## src/rtl/dmem_arbiter.sv

```systemverilog
`default_nettype none
// ============================================================================
//  Module      : dmem_arbiter
//  Description : Two-requester round-robin arbiter in front of a single-port
//                data memory with registered read data. One transaction in
//                flight at a time; out-of-range addresses are answered with
//                an error response and never reach the memory.
//  Revision    : 1.0 - initial release
// ============================================================================
module dmem_arbiter #(
   parameter int WIDTH = 32,
   parameter int DEPTH = 1024
) (
   input  logic             clk,
   input  logic             reset,
   // requester 0
   input  logic             r0_req,
   input  logic             r0_we,
   input  logic [WIDTH-1:0] r0_addr,
   input  logic [WIDTH-1:0] r0_wdata,
   output logic             r0_ack,
   output logic [WIDTH-1:0] r0_rdata,
   output logic             r0_err,
   // requester 1
   input  logic             r1_req,
   input  logic             r1_we,
   input  logic [WIDTH-1:0] r1_addr,
   input  logic [WIDTH-1:0] r1_wdata,
   output logic             r1_ack,
   output logic [WIDTH-1:0] r1_rdata,
   output logic             r1_err,
   // memory side
   output logic             mem_read,
   output logic             mem_write,
   output logic [WIDTH-1:0] mem_address,
   output logic [WIDTH-1:0] mem_write_data,
   input  logic [WIDTH-1:0] mem_read_data,
   output logic             busy
);

   // One extra bit so a DEPTH equal to 2**WIDTH still compares correctly.
   localparam logic [WIDTH:0] c_depth = (WIDTH+1)'(DEPTH);

   typedef enum logic [1:0] {
      ST_IDLE    = 2'd0,
      ST_ISSUE   = 2'd1,
      ST_CAPTURE = 2'd2,
      ST_RESP    = 2'd3
   } state_t;

   state_t           r_state;
   state_t           w_next_state;

   logic             r_owner;        // requester holding the current transaction
   logic             r_last;         // last granted requester (round-robin pointer)
   logic             r_we;
   logic             r_err;
   logic [WIDTH-1:0] r_mem_address;
   logic [WIDTH-1:0] r_mem_write_data;
   logic [WIDTH-1:0] r_rdata0;
   logic [WIDTH-1:0] r_rdata1;

   logic             w_any_req;
   logic             w_grant_id;
   logic             w_sel_we;
   logic [WIDTH-1:0] w_sel_addr;
   logic [WIDTH-1:0] w_sel_wdata;
   logic             w_in_range;
   logic             w_mem_read;
   logic             w_mem_write;
   logic             w_ack0;
   logic             w_ack1;

   // On a tie the requester that was not granted last wins.
   assign w_any_req   = r0_req | r1_req;
   assign w_grant_id  = (r0_req & r1_req) ? ~r_last : r1_req;
   assign w_sel_we    = w_grant_id ? r1_we    : r0_we;
   assign w_sel_addr  = w_grant_id ? r1_addr  : r0_addr;
   assign w_sel_wdata = w_grant_id ? r1_wdata : r0_wdata;
   assign w_in_range  = ({1'b0, w_sel_addr} < c_depth);

   // State register; reset abandons any transaction in flight.
   always_ff @(posedge clk) begin
      if (reset) begin
         r_state <= ST_IDLE;
      end else begin
         r_state <= w_next_state;
      end
   end

   // Next-state logic plus the single-cycle memory strobes and acks.
   always_comb begin
      w_next_state = r_state;
      w_mem_read   = 1'b0;
      w_mem_write  = 1'b0;
      w_ack0       = 1'b0;
      w_ack1       = 1'b0;
      case (r_state)
         ST_IDLE: begin
            if (w_any_req) begin
               w_next_state = w_in_range ? ST_ISSUE : ST_RESP;
            end
         end
         ST_ISSUE: begin
            w_mem_read   = ~r_we;
            w_mem_write  = r_we;
            w_next_state = ST_CAPTURE;
         end
         ST_CAPTURE: begin
            w_next_state = ST_RESP;
         end
         ST_RESP: begin
            w_ack0       = ~r_owner;
            w_ack1       = r_owner;
            w_next_state = ST_IDLE;
         end
         default: begin
            w_next_state = ST_IDLE;
         end
      endcase
   end

   // Latch the granted request and capture read data into the owner's register.
   always_ff @(posedge clk) begin
      if (reset) begin
         r_owner          <= 1'b0;
         r_last           <= 1'b1;
         r_we             <= 1'b0;
         r_err            <= 1'b0;
         r_mem_address    <= '0;
         r_mem_write_data <= '0;
         r_rdata0         <= '0;
         r_rdata1         <= '0;
      end else begin
         if ((r_state == ST_IDLE) && w_any_req) begin
            r_owner          <= w_grant_id;
            r_last           <= w_grant_id;
            r_we             <= w_sel_we;
            r_err            <= ~w_in_range;
            r_mem_address    <= w_sel_addr;
            r_mem_write_data <= w_sel_wdata;
            // An error response returns zero data to the requester.
            if (!w_in_range) begin
               if (w_grant_id) begin
                  r_rdata1 <= '0;
               end else begin
                  r_rdata0 <= '0;
               end
            end
         end
         if ((r_state == ST_CAPTURE) && !r_we) begin
            if (r_owner) begin
               r_rdata1 <= mem_read_data;
            end else begin
               r_rdata0 <= mem_read_data;
            end
         end
      end
   end

   assign mem_read       = w_mem_read;
   assign mem_write      = w_mem_write;
   assign mem_address    = r_mem_address;
   assign mem_write_data = r_mem_write_data;
   assign r0_ack         = w_ack0;
   assign r1_ack         = w_ack1;
   assign r0_err         = w_ack0 & r_err;
   assign r1_err         = w_ack1 & r_err;
   assign r0_rdata       = r_rdata0;
   assign r1_rdata       = r_rdata1;
   assign busy           = (r_state != ST_IDLE);

endmodule
`default_nettype wire

```

## config.mk

```make
export PLATFORM = sky130hd
export DESIGN_NAME = dmem_arbiter
export DESIGN_NICKNAME = d
export VERILOG_FILES = /design/src/rtl/dmem_arbiter.sv
export SDC_FILE = /design/constraint.sdc
export NUM_CORES = 1
export LEC_CHECK = 0
export CORE_MARGIN = 2
export CORE_UTILIZATION = 29
export CTS_CLUSTER_DIAMETER = 30
export DETAILED_ROUTE_END_ITERATION = 16
export RECOVER_POWER = 100
export SLEW_MARGIN = 20
export SYNTH_ARGS = -nofsm -noshare
export SYNTH_HDL_FRONTEND = slang
export SYNTH_SLANG_ARGS = --single-unit
```

## constraint.sdc

```tcl
create_clock -name clk -period 2.43 [get_ports clk]
set_clock_uncertainty 0.1 [all_clocks]
set_input_delay 0.486 -clock clk [delete_from_list [all_inputs] [get_ports clk]]
set_output_delay 0.486 -clock clk [all_outputs]
set_load 0.01 [all_outputs]
```

## Word-level counts from Yosys, hierarchy flattened

Index checks and enable logic that the tools add are counted.

- Bits in writable memories: 0
- Memories kept: 0
- Latch bits: 0
- Bits in registers: 134
- Input port bits: 166
- Memory bits (read-only): 0

- Divide/modulo/power cells: 0
- Reductions and logical operators: 5
- Shifts and indexed selects: 0
- Bitwise operators: 8
- Eq/ne operators: 4
- $lt $le $gt $ge: 1
- Add/subtract/negate cells: 0
- Muxes and demuxes: 21
- $mul: 0

Operators with widths:

| operator | number |
|---|---|
| 32-bit 2-to-1 mux | 12 |
| 32-bit by 11-bit less-than comparator with 1-bit output (second input constant) | 1 |
| 2-bit case mux with 4 select lines | 1 |
| 1-bit 2-to-1 mux | 6 |
| 2-bit equality test (second input constant) | 2 |
| 2-bit 2-to-1 mux | 2 |
| 1-bit inverter | 4 |
| 1-bit bitwise AND | 3 |
| 2-bit by 1-bit equality test with 1-bit output (second input constant) | 1 |
| 1-bit logical AND | 2 |
| 2-bit zero test | 1 |
| 2-bit inequality test (second input constant) | 1 |
| 2-bit nonzero test | 1 |
| 1-bit zero test | 1 |
| 1-bit bitwise OR | 1 |

## Longest topological paths before layout

Gate-level depths: netlist of run 1.

- Depth in word-level cells: 8
- Depth in mapped cells: 8
- Depth with buffers taken out: 7

## Least setup slack after synthesis of run 1

No wires, ideal clock.

- Path kind: input to register
- Start: input port r1_addr[13]
- End: register r_rdata0[10] (netlist: r0_rdata[10])
- Path slack: 334 ps
- Arrival: 1,937 ps
- Cell stages on the path: 6
- Path through: or4_1 -> nor2_2 -> nand3_2 -> a311oi_4 -> buf_6 -> a22o_1

- Word-level cells in the longest chain between the ends: 6

RTL lines:

| element | line | text |
|---|---|---|
| from (decl) | 27 | `input logic [WIDTH-1:0] r1_addr,` |
| 32-bit 2-to-1 mux (*) | 78 | `assign w_sel_addr = w_grant_id ? r1_addr : r0_addr;` |
| 32-bit by 11-bit less-than comparator with 1-bit output (*) | 80 | `assign w_in_range = ({1'b0, w_sel_addr} < c_depth);` |
| 32-bit 2-to-1 mux (*) | 143 | `if (!w_in_range) begin` |
| 32-bit 2-to-1 mux (*) | 135 | `if ((r_state == ST_IDLE) && w_any_req) begin` |
| 32-bit 2-to-1 mux | 152 | `if (r_owner) begin` |
| 32-bit 2-to-1 mux (*) | 151 | `if ((r_state == ST_CAPTURE) && !r_we) begin` |
| to (signal assigned) | 155 | `r_rdata0 <= mem_read_data;` |
| to (decl) | 60 | `logic [WIDTH-1:0] r_rdata0;` |

Mark *: on every way between the ends. The rest lies on a longest branch, timed or not.
A chain may end at the register's enable or synchronous reset.

## Worst setup path in the final report of run 1

- Start: register r_state[1]
- End: output port r1_err

- Word-level cells in the longest chain between the ends: 3

RTL lines:

| element | line | text |
|---|---|---|
| from (decl) | 51 | `state_t r_state;` |
| from (signal assigned) | 87 | `r_state <= w_next_state;` |
| 2-bit equality test | 98 | `case (r_state)` |
| 1-bit 2-to-1 mux | 98 |  |
| 1-bit bitwise AND | 168 | `assign r1_err = w_ack1 & r_err;` |
| to (decl) | 31 | `output logic r1_err,` |

No other way between the ends.

==> results.py, run 1 <==
metrics = {
    "cells_and_area": {
        "ff_latch_area_um2": 2683,
        "diodes": 0,
        "num-fill-cells": 1613,
        "final_cell_mix": "clkdlybuf4s50_1 (166), dfxtp_1 (134), dlygate4sd3_1 (128)",
        "area_growth_pct": 75.59,
        "postLayoutCellArea_um2": 9234,
        "drive_above_1_share": 0.08991,
        "final_common_cell": "clkdlybuf4s50_1",
        "nets": 981,
        "multi_input_area_um2": 2365,
    },
    "worst_setup_path": {
        "crit_path_start_kind": "flip-flop",
        "end_kind": "output port",
        "crit_required_ns": 1.84,
        "arrival_ns": 1.73,
        "critPathMaxFanout": 4,
        "criticalPathCategory": "reg -> out",
    },
    "place": {
        "hpwl_mm": 13.74,
        "routabilityCongestion": 0.8396,
        "placed_cell_area_um2": 8688,
        "io_buffers": 300,
    },
    "grt": {
        "grt.total_usage": 0.1879,
        "grt_pass1_vias": 5165,
        "grt_pass1_wl_mm": 28.81,
        "grt_max_degree": 88,
        "antenna_found_initial": 0,
        "grt_overflow": 0,
    },
    "floorplanning": {
        "die_x_um": 138.7,
        "initial_core_util": 0.2938,
        "rows": 49,
        "io_pins": 301,
        "core_area_um2": 17900,
        "die_height_um": 138.7,
        "dieArea_um2": 19230,
    },
    "clocking": {
        "cts_made_buffers": 17,
        "cts.sinks": 134,
        "clk_path_buf_depth": 2,
        "tritoncts": "yes",
        "clock-root-buffer": "clkbuf_16",
        "h-tree-depth": 4,
        "clkLatencyLatePin_ns": 0.41,
        "clkTransAtPathRegs_ns": 0.06,
    },
    "synthesis": {
        "synthCells": 499,
        "syn_area_per_cell_um2": 10.54,
        "ys_warn_count": 0,
        "ys_ff_latch": 134,
        "synthesis.nets": 670,
        "synth-seq-area-share": 0.5101,
        "syn_area_um2": 5259,
        "ys_types": 33,
    },
    "power_and_ir_drop": {
        "powerDensity_nw_per_um2": 954.7,
        "power_mw": 8.815,
        "peakVddDrop_uv": 520.8,
        "p_leak_nw": 3.885,
    },
    "route": {
        "ant_nets": 0,
        "viasPerCell": 4.829,
        "routed_wl_mm": 17.95,
        "wl_per_cell_um": 17.07,
        "num_vias": 5080,
        "dr.pass1.iters": 4,
        "first_iter_violations": 143,
        "drcViolationCount": 0,
    },
    "sta": {
        "hold_ws_ns": 0.3719,
        "setup_violations": 0,
        "post-route-period-util": 0.9533,
        "fmax_ghz": 0.4317,
        "rsz0062_at_grt": "no",
        "slew_headroom": 0.2939,
        "tightest_slew_ns": 1.059,
        "min_period_ns": 2.317,
        "timing.final.max_slew_violations": 0,
        "hold_viol_final": 0,
    },
    "worst_hold_path": {
        "holdCritPathClass": "reg -> reg",
    },
    "outcome": {
        "status": "complete, no violations",
    },
    "flow_run": {
        "cap_violations": 0,
    },
}
-- cells by family after synthesis --
kind of cell,share of synthesized area
flops,0.5101
buf+inv,0.04235
simple gates,0.09493
compound gates,0.2170
mux,0.1237
fa+ha+maj,0.01190
-- per-stage QoR --
stage          std cells    util  TNS [ns]  worst slack (ns)
4_1_cts             1052  0.5195         0           0.01044
3_3_place_gp        1020  0.4853    -12.42           -0.2121
5_1_grt             1052  0.5158         0           0.01804
2_1_floorplan        499       -         0            0.3344
3_5_place_dp        1020  0.4853    -12.96           -0.2349
6_report            1052  0.5158         0            0.1134
-- registers in the layout, summed over array words and instances (netlist names) --
register / flops
r_last: 1
mem_write_data: 32
r_state: 2
r_err: 1
r1_rdata: 32
r0_rdata: 32
r_owner: 1
r_we: 1
mem_address: 32
-- worst max-delay path, cell delays in order (launching register included) --
cell and delay (ns):
dfxtp_1 0.38, ha_1 0.21, and3_1 0.17, clkdlybuf4s50_1 0.56
-- cell type report --
type,instances,area share
tap,229,0.03103
clock inverter,15,0.02046
timing repair buffer,334,0.3538
inverter,5,0.002033
clock buffer,17,0.04607
multi-input combinational,318,0.2561
sequential,134,0.2905
-- power breakdown --
part           internal (mW)  switching [mW]  total (mW)
logic                   1.54            1.58        3.12
registers               2.74           0.284        3.02
clock network           1.64            1.03        2.67
-- synthesized netlist by cell type --
cell type  instances  area share
clkbuf_2           1     0.00095
and2_1             4      0.0048
or4_1              1      0.0014
or4_4              1      0.0021
nor2_2             1      0.0012
dfxtp_1          134        0.51
nor4_1             8      0.0095
buf_2              9      0.0086
nand3_1            3      0.0029
and3_1             2      0.0024
nor3b_1            2      0.0029
or3_4              1      0.0021
clkbuf_1          25       0.018
nand3_2            1      0.0019
nand2_1            6      0.0043
a311oi_2           1      0.0029
and4_2             1      0.0019
a21oi_1            6      0.0057
nor3_1             3      0.0029
buf_1              1     0.00071
a211o_1            1      0.0017
nor2_1            70       0.050
ha_1               5       0.012
nor2b_1            3      0.0036
mux2i_1           65        0.12
buf_4              3      0.0043
a211oi_1          66       0.094
nand4_1            1      0.0012
inv_1              5      0.0036
a311oi_4           1      0.0050
buf_6              3      0.0064
o21ai_0            1     0.00095
a22o_1            64        0.11
-- timing repair --
action                     CTS  global route
setup endpoints to repair    2             3
buffers inserted             0             0
hold buffers                 0             0
resized for setup            2             3
-- worst paths after layout --
kind	from	endpoint	slack, ns	depth (start not counted)
max	r_state[1]$_SDFFE_PP0P_	r1_err	0.11	3
min	r0_rdata[13]$_SDFF_PP0_	r0_rdata[13]$_SDFF_PP0_	0.37	1
max reg2reg	r_state[0]$_SDFFE_PP0P_	mem_write_data[26]$_SDFFE_PP0P_	0.36	7
min reg2reg	r0_rdata[13]$_SDFF_PP0_	r0_rdata[13]$_SDFF_PP0_	0.37	1
-- per-layer routing --
metal	GRT usage	vias up	wire length, um
met5	0	-	0
met3	0.06941	33	1554
met2	0.3090	214	8465
met4	0.06752	0	413
li1	-	2506	-
met1	0.2267	2327	7519
Note: power is estimated with default switching activity, not from simulation.
==> run 2, diff against run 1 <==
Settings changed: CORE_UTILIZATION 29 to 38, CTS_BUF_LIST from default to sky130_fd_sc_hd__clkbuf_16, PLACE_DENSITY from default to 0.8, SLEW_MARGIN 20 to default.
==> run 2 against run 1 <==
- clock power down 9.7%
- flip-flop and latch count unchanged
- clock-buffer cell count unchanged
==> results.py, run 2 (synthesized netlist as in run 1, its figures left out) <==
metrics = {
    "grt": {
        "grt_overflow": 0,
        "grt.total_usage": 0.2368,
        "grt_pass1_wl_mm": 27.09,
        "grt_pass1_vias": 5186,
        "grt_max_degree": 88,
        "antenna_found_initial": 2,
    },
    "worst_setup_path": {
        "critPathSlowestCell": "clkdlybuf4s50_1",
        "worstPathCellList": "inv_1 -> ha_1 -> and2_1 -> clkdlybuf4s50_1",
        "critPathMaxFanout": 4,
        "end_kind": "output port",
        "arrival_ns": 1.76,
        "crit_path_max_incr_delay_ns": 0.50,
        "crit_path_start_kind": "flip-flop",
        "cp_num_buf_inv": 2,
        "crit_required_ns": 1.84,
        "crit_family": "buffers and inverters",
        "criticalPathCategory": "reg -> out",
    },
    "cells_and_area": {
        "area_growth_pct": 72.92,
        "final_cell_mix": "clkdlybuf4s50_1 (167), dfxtp_1 (134), dlygate4sd3_1 (129)",
        "num-fill-cells": 1030,
        "nets": 973,
        "postLayoutCellArea_um2": 9094,
        "drive_above_1_share": 0.08221,
        "final_common_cell": "clkdlybuf4s50_1",
        "ff_latch_area_um2": 2683,
        "multi_input_area_um2": 2377,
        "finalNonFillerCells": 993,
    },
    "sta": {
        "fmax_ghz": 0.4257,
        "min_period_ns": 2.349,
        "slew_headroom": 0.4857,
        "post-route-period-util": 0.9668,
        "rsz0062_at_grt": "no",
        "tns_ns": 0,
        "tightest_slew_ns": 0.7714,
        "hold_viol_final": 0,
        "timing.final.max_slew_violations": 0,
        "hold_ws_ns": 0.3720,
        "setup_violations": 0,
    },
    "clocking": {
        "cts.sinks": 134,
        "clock-root-buffer": "clkbuf_16",
        "clkTransAtPathRegs_ns": 0.06,
        "tritoncts": "yes",
        "clk_path_buf_depth": 2,
        "cts_hold_buf": 0,
        "clkLatencyLatePin_ns": 0.41,
        "cts_made_buffers": 17,
        "h-tree-depth": 4,
    },
    "place": {
        "routabilityCongestion": 0.8481,
        "dp.cells": 959,
        "io_buffers": 300,
        "placed_cell_area_um2": 8562,
        "hpwl_mm": 13.16,
    },
    "floorplanning": {
        "dieArea_um2": 14800,
        "die_height_um": 121.6,
        "io_pins": 301,
        "rows": 42,
        "core_area_um2": 13400,
        "initial_core_util": 0.3924,
        "die_x_um": 121.6,
    },
    "power_and_ir_drop": {
        "clkPwrFrac": 0.282,
        "p_comb_frac": 0.365,
        "p_sw_frac": 0.3427,
        "p_int_mw": 5.627,
        "p_leak_nw": 3.831,
        "power_mw": 8.561,
        "seqPwrFrac": 0.354,
        "powerDensity_nw_per_um2": 941.4,
        "p_sw_mw": 2.934,
        "peakVddDrop_uv": 557.6,
    },
    "route": {
        "routed_wl_mm": 17.70,
        "drcViolationCount": 0,
        "wl_per_cell_um": 17.82,
        "num_vias": 5140,
        "dr.pass1.iters": 4,
        "ant_nets": 0,
        "first_iter_violations": 307,
        "viasPerCell": 5.176,
    },
    "outcome": {
        "status": "complete, no violations",
    },
    "flow_run": {
        "cap_violations": 0,
    },
    "worst_hold_path": {
        "holdCritPathClass": "reg -> reg",
    },
}
## run 2: changes by cell type in the layout (fill, tap and decap cells not counted), moves of 2 or more
cell,change
buf_4,-10
bufinv_16,-3
diode_2,+2
inv_8,+3
## run 2: area by class of cell
type                       count  share of cell area
antenna                        2           0.0005504
clock buffer                  17             0.04678
clock inverter                15             0.01458
inverter                       5            0.002064
multi-input combinational    318              0.2614
sequential                   134              0.2950
tap                          176             0.02422
timing repair buffer         326              0.3554
## run 2: worst reg2reg max path, cell delays in order (launching register included)
cell      delay (ns)
dfxtp_1         0.33
inv_1           0.13
ha_1            0.25
inv_1           0.14
nor2_4          0.13
clkbuf_2        0.61
nor2_1          0.11
a211oi_1        0.25
## run 2: final timing paths
check                          startpoint                         endpoint  slack, ns  cells past startpoint
hold reg to reg    r1_rdata[8]$_SDFF_PP0_           r1_rdata[8]$_SDFF_PP0_       0.37                      1
setup / recovery  r_state[1]$_SDFFE_PP0P_                        mem_write       0.08                      4
setup reg to reg  r_state[0]$_SDFFE_PP0P_  mem_write_data[21]$_SDFFE_PP0P_       0.28                      7
hold / removal     r1_rdata[8]$_SDFF_PP0_           r1_rdata[8]$_SDFF_PP0_       0.37                      1
## run 2: metrics by stage
stage,setup slack (ns),util
global route,0.008762,0.6784
global placement,-0.1636,0.6389
floorplan,0.3344,-
finish,0.08072,0.6786
CTS,0.02413,0.6806
detailed placement,-0.2193,0.6389
## run 2: routing by layer
| layer | global-route usage | vias to the layer above | wire length (um) |
|---|---|---|---|
| met5 | 0 | - | 0 |
| met4 | 0.09914 | 0 | 430 |
| met3 | 0.08099 | 31 | 1447 |
| met2 | 0.4147 | 222 | 8919 |
| met1 | 0.2620 | 2396 | 6898 |
| li1 | - | 2491 | - |
## run 2: repair_timing
action,in CTS,in global routing
setup endpoints to repair,2,1
gates resized for setup,4,1
buffers inserted,0,0
## run 2: power groups by stage
stage,sequential [mW],combinational [mW],clock (mW)
global route,3.10,3.39,2.57
global placement,3.06,3.26,0
finish,3.03,3.12,2.41
CTS,3.05,3.36,2.46
floorplan,3.28,1.38,0
detailed placement,3.08,3.34,0
==> run 3, diff against run 2 <==
Settings changed: CORE_MARGIN 2 to default, PLACE_DENSITY 0.8 to default, PLACE_DENSITY_LB_ADDON from default to 0.3, TNS_END_PERCENT from default to 10.
==> run 3 against run 2 <==
- flip-flop and latch count is the same
- critical path depth grew 3
- register-to-register slack better by 0.02 ns
- critical path type is now in -> reg
- final cell count increased by 0.30%
==> results.py, run 3 (synthesized netlist as in run 1, its figures left out) <==
metrics = {
    "worst_setup_path": {
        "arrival_ns": 2.56,
        "r2r_cells": 7,
        "criticalPathCategory": "in -> reg",
        "crit_path_start_kind": "input pin",
        "critPathMaxFanout": 32,
        "crit_required_ns": 2.68,
        "end_kind": "flip-flop",
    },
    "floorplanning": {
        "dieArea_um2": 14310,
        "rows": 42,
        "die_height_um": 119.6,
        "die_x_um": 119.6,
        "initial_core_util": 0.3940,
        "io_pins": 301,
        "core_area_um2": 13350,
    },
    "route": {
        "first_iter_violations": 264,
        "routed_wl_mm": 16.98,
        "dr.pass1.iters": 4,
        "ant_nets": 0,
        "wl_per_cell_um": 17.04,
        "num_vias": 5155,
        "drcViolationCount": 0,
        "viasPerCell": 5.176,
    },
    "outcome": {
        "status": "complete, no violations",
    },
    "clocking": {
        "clock-root-buffer": "clkbuf_16",
        "cts_made_buffers": 17,
        "clkLatencyLatePin_ns": 0.41,
        "clk_path_buf_depth": 2,
        "cts.sinks": 134,
        "post_cts_buffers": 0,
        "clkTransAtPathRegs_ns": 0.06,
        "h-tree-depth": 4,
        "tritoncts": "yes",
    },
    "sta": {
        "timing.final.max_slew_violations": 0,
        "setup_violations": 0,
        "fmax_ghz": 0.4333,
        "setup_slack_ns": 0.1223,
        "tightest_slew_ns": 0.7319,
        "post-route-period-util": 0.9497,
        "min_period_ns": 2.308,
        "slew_headroom": 0.5121,
        "hold_viol_final": 0,
        "rsz0062_at_grt": "no",
    },
    "power_and_ir_drop": {
        "p_leak_nw": 3.860,
        "peakVddDrop_uv": 447.4,
        "powerDensity_nw_per_um2": 944.4,
        "power_mw": 8.638,
    },
    "cells_and_area": {
        "nets": 978,
        "diodes": 0,
        "final_cell_mix": "clkdlybuf4s50_1 (167), dfxtp_1 (133), dlygate4sd3_1 (128)",
        "final_common_cell": "clkdlybuf4s50_1",
        "drive_above_1_share": 0.09146,
        "fin_util": 0.6852,
        "area_growth_pct": 73.92,
    },
    "grt": {
        "grt.total_usage": 0.2390,
        "grt_overflow": 0,
        "grt_pass1_vias": 5028,
        "grt_max_degree": 75,
        "grt_pass1_wl_mm": 26.52,
        "antenna_found_initial": 0,
    },
    "place": {
        "io_buffers": 300,
        "routabilityCongestion": 0.7973,
        "hpwl_mm": 12.68,
        "pre_cts_ws_ns": -0.2014,
    },
    "flow_run": {
        "cap_violations": 0,
    },
    "worst_hold_path": {
        "min_path_cells": 1,
        "holdCritPathClass": "reg -> reg",
    },
}
-- run 3: cell types whose count changed in the layout (fill, tap and decap cells not counted), sizes merged --
cell | previous run | this run
inv | 16 | 15
bufinv | 0 | 1
buf | 25 | 30
clkinvlp | 2 | 3
clkinv | 2 | 1
dlygate4sd3 | 129 | 128
clkbuf | 20 | 21
diode | 2 | 0
-- run 3: what timing repair did --
item | CTS | global route
setup endpoints to repair | 2 | 3
resized for setup | 2 | 3
hold buffers | 0 | 0
-- run 3: critical path, cell delays in order --
cell and delay (ns):
clkdlybuf4s50_1 0.42, or4_4 0.54, nor2_1 0.21, nand3_2 0.14, a311oi_4 0.27, buf_6 0.29, a22o_1 0.19
-- run 3: worst paths after layout --
path                                                     to  slack (ns)                    start
worst max register to register  mem_address[1]$_SDFFE_PP0P_        0.30  r_state[0]$_SDFFE_PP0P_
worst max-delay path                 r0_rdata[7]$_SDFF_PP0_        0.12              r1_addr[19]
worst min-delay path                r0_rdata[14]$_SDFF_PP0_        0.37  r0_rdata[14]$_SDFF_PP0_
worst min register to register      r0_rdata[14]$_SDFF_PP0_        0.37  r0_rdata[14]$_SDFF_PP0_
-- run 3: stage by stage --
step / hold slack (ns) / TNS (ns) / cell area (um2) / cells
after floorplan: 0.3403 / 0 / 5259 / 499
after global placement: 0.3552 / -10.37 / 8612 / 964
after detailed placement: 0.3584 / -11.30 / 8612 / 964
after CTS: 0.3759 / 0 / 9194 / 996
after global routing: 0.3782 / 0 / 9146 / 996
final: 0.3698 / 0 / 9146 / 996
-- run 3: area by class of cell --
class | count | area [um2]
inverters | 5 | 18.77
repair buffers | 331 | 3257
clock inverters | 15 | 158.9
clock buffers | 17 | 425.4
flip-flops and latches | 134 | 2684
well taps | 176 | 220.2
multi-input cells | 318 | 2382
fillers | 1002 | 4202
-- run 3: power breakdown --
group,internal (mW),total [mW],switching (mW)
logic,1.53,3.09,1.56
clock network,1.45,2.53,1.07
registers,2.74,3.02,0.280
-- run 3: routing by layer --
metal / vias to the layer above / global-route usage / part of all wire
met1: 2401 / 0.2676 / 0.40
met3: 28 / 0.07367 / 0.078
li1: 2496 / - / -
met2: 230 / 0.4238 / 0.51
met5: - / 0 / 0
met4: 0 / 0.08750 / 0.020
==> variant: new RTL, settings of run 1 <==
Make the reset (`reset`) asynchronous in 2 clocked blocks.
--- a/src/rtl/dmem_arbiter.sv
+++ b/src/rtl/dmem_arbiter.sv
@@ -82,3 +82,3 @@
    // State register; reset abandons any transaction in flight.
-   always_ff @(posedge clk) begin
+   always_ff @(posedge clk or posedge reset) begin
       if (reset) begin
@@ -123,3 +123,3 @@
    // Latch the granted request and capture read data into the owner's register.
-   always_ff @(posedge clk) begin
+   always_ff @(posedge clk or posedge reset) begin
       if (reset) begin
Formal check against the unedited RTL: differs if reset is asserted again (counterexample within 4 cycles, from zero or initial values and one cycle with reset high); with reset held inactive, the same outputs for 4 cycles.
==> variant against run 1 <==
  * Wire length increased by 5.9%
  * Setup slack worse by 0.040 ns
  * Sequential cell count did not move
  * Count of clock-buffer cells in the layout stayed put
  * Utilization down 2.6 points
  * Final area rose by 7.2%
  * Via count rose by 7.6%
  * Power grew 25%
  * Non-clock buffer count fell by 9
  * Synthesized area increased by 14%
  * Critical path type unchanged
  * Largest cell class is now registers
==> variant: results (changes against run 1) <==
{
  "outcome": {"value": "finished, final reports clean"},
  "seq_area_frac_synth": {"value": 56.1, "unit": "%", "change": "+5.1 points"},
  "global_route.usage.total": {"value": 17.6, "unit": "%", "change": "-1.2 points"},
  "antenna-diode-count": {"value": 0, "change": "unchanged"},
  "power.leakage": {"value": 4.44, "unit": "nW", "change": "+14%"},
  "synthAdderAreaFrac": {"value": 1.05, "unit": "%", "change": "-0.14 points"},
  "drt-wirelength-per-cell": {"value": 15.8, "unit": "um", "change": "-7.6%"},
  "dpl.cell_count": {"value": 1173, "change": "+15%"},
  "min-delay-path-class": {"value": "in2async"},
  "synth_compound_gate_area_share": {"value": 12.1, "unit": "%", "change": "-9.6 points"},
  "wl": {"value": 19000, "unit": "um", "change": "+5.9%"},
  "synth_area_leaders": {"value": "sky130_fd_sc_hd__dfrtp_1 56%, sky130_fd_sc_hd__nand2_1 12%, sky130_fd_sc_hd__mux2i_1 11%"},
  "worstPathArrival": {"value": 1.77, "unit": "ns", "change": "+0.04 ns"},
  "drc_violation_total_after_the_first_tritonroute_iteration": {"value": 212, "change": "+48%"},
  "detail_route.vias_per_cell": {"value": 4.54, "change": "-6.0%"},
  "grt_pass1_vias": {"value": 5556, "change": "+7.6%"},
  "grt_max_degree": {"value": 72, "change": "-18%"},
  "routabilityCongestion": {"value": 0.797, "change": "-5.1%"},
  "ys_async_sr_fraction": {"value": 100, "unit": "%", "change": "+100 points"},
  "tightestPinTransition": {"value": 0.977, "unit": "ns", "change": "-0.0821 ns"},
  "nNetsFinal": {"value": 1093, "change": "+11%"},
  "syn-num-nets": {"value": 790, "change": "+18%"},
  "grt_pass1_wl": {"value": 30100, "unit": "um", "change": "+4.5%"},
  "post_cts_setup_repair_bufs": {"value": 0, "change": "unchanged"},
  "ys_types": {"value": 34, "change": "+3.0%"},
  "synth_mux_area_share": {"value": 10.9, "unit": "%", "change": "-1.5 points"},
  "final_layout_size_suffix_gt1_share": {"value": 6.95, "unit": "%", "change": "-2.0 points"},
  "detailedPlacementHpwl": {"value": 14300, "unit": "um", "change": "+3.9%"},
  "synth-main-ff-cell": {"value": "sky130_fd_sc_hd__dfrtp_1"},
  "cell_types_with_the_highest_counts_after_synthesis": {"value": "196 x sky130_fd_sc_hd__nand2_1, 133 x sky130_fd_sc_hd__dfrtp_1, 67 x sky130_fd_sc_hd__a21oi_1, 67 x sky130_fd_sc_hd__o21ai_0, 65 x sky130_fd_sc_hd__mux2i_1"},
  "final.fill_count": {"value": 1913, "change": "+19%"},
  "power.ir.vdd_worst": {"value": 0.000517, "unit": "V", "change": "-0.75%"}
}
## variant: worst register-to-register path, delay by kind of cell, from the launching register on
kind / cells / cell delay [ns]
adders and majority gates: 1 / 0.20
buffers and inverters: 3 / 0.84
DFF: 1 / 0.40
AOI/OAI and AO/OA: 2 / 0.46
## variant: cells by family after synthesis
logic type                 Yosys count
adders and majority gates            5
buffers and inverters               46
DFF                                134
AOI/OAI and AO/OA                  139
muxes                               65
and+or+nand+nor                    230
## variant: final cells by class
type,count,share of cell area [%]
clock inverter,15,1.36
multi-input combinational,439,24.4
timing repair buffer,325,32.4
clock buffer,17,4.30
inverter,5,0.202
tap,270,3.41
sequential,134,33.9
## variant: worst paths after layout
check                                            start                            end  slack [ns]  depth (start not counted)
max in group asynchronous                        reset  mem_write_data[7]$_DFFE_PP0P_        0.64                          3
min reg2reg                mem_address[29]$_DFFE_PP0P_    mem_address[29]$_DFFE_PP0P_        0.37                          2
min                                              reset    mem_address[24]$_DFFE_PP0P_        0.34                          2
min in group clk           mem_address[29]$_DFFE_PP0P_    mem_address[29]$_DFFE_PP0P_        0.37                          2
max reg2reg                     r_state[1]$_DFFE_PP0P_    mem_address[24]$_DFFE_PP0P_        0.28                          6
max                             r_state[1]$_DFFE_PP0P_                         r1_err        0.07                          3
## variant: power breakdown
group	switching, W	internal (W)
Clock	0.00111	0.00135
Combinational	0.00243	0.00237
Sequential	0.000534	0.00324
Total	0.00408	0.00696
## variant: per-layer routing
| layer | up-vias | share of wire (%) | wire, um | GRT usage, % |
|---|---|---|---|---|
| li1 | 2708 | - | - | - |
| met1 | 2534 | 43 | 8100 | 22.7 |
| met2 | 209 | 48 | 9070 | 28.6 |
| met3 | 17 | 8.7 | 1650 | 6.42 |
| met4 | 0 | 0.99 | 189 | 3.89 |
| met5 | - | 0 | 0 | 0 |
## variant: per-stage QoR
stage	hold slack, ns	utilization (%)	instance area, sq um	worst slack, ns	total power (W)
2_1_floorplan	0.365	-	5990	0.180	0.00612
3_3_place_gp	0.361	46.7	9440	-0.148	0.00911
3_5_place_dp	0.369	46.7	9440	-0.178	0.00918
4_1_cts	0.228	49.4	10000	0.0249	0.0117
5_1_grt	0.341	48.9	9900	0.0103	0.0119
6_report	0.340	48.9	9900	0.0735	0.0110
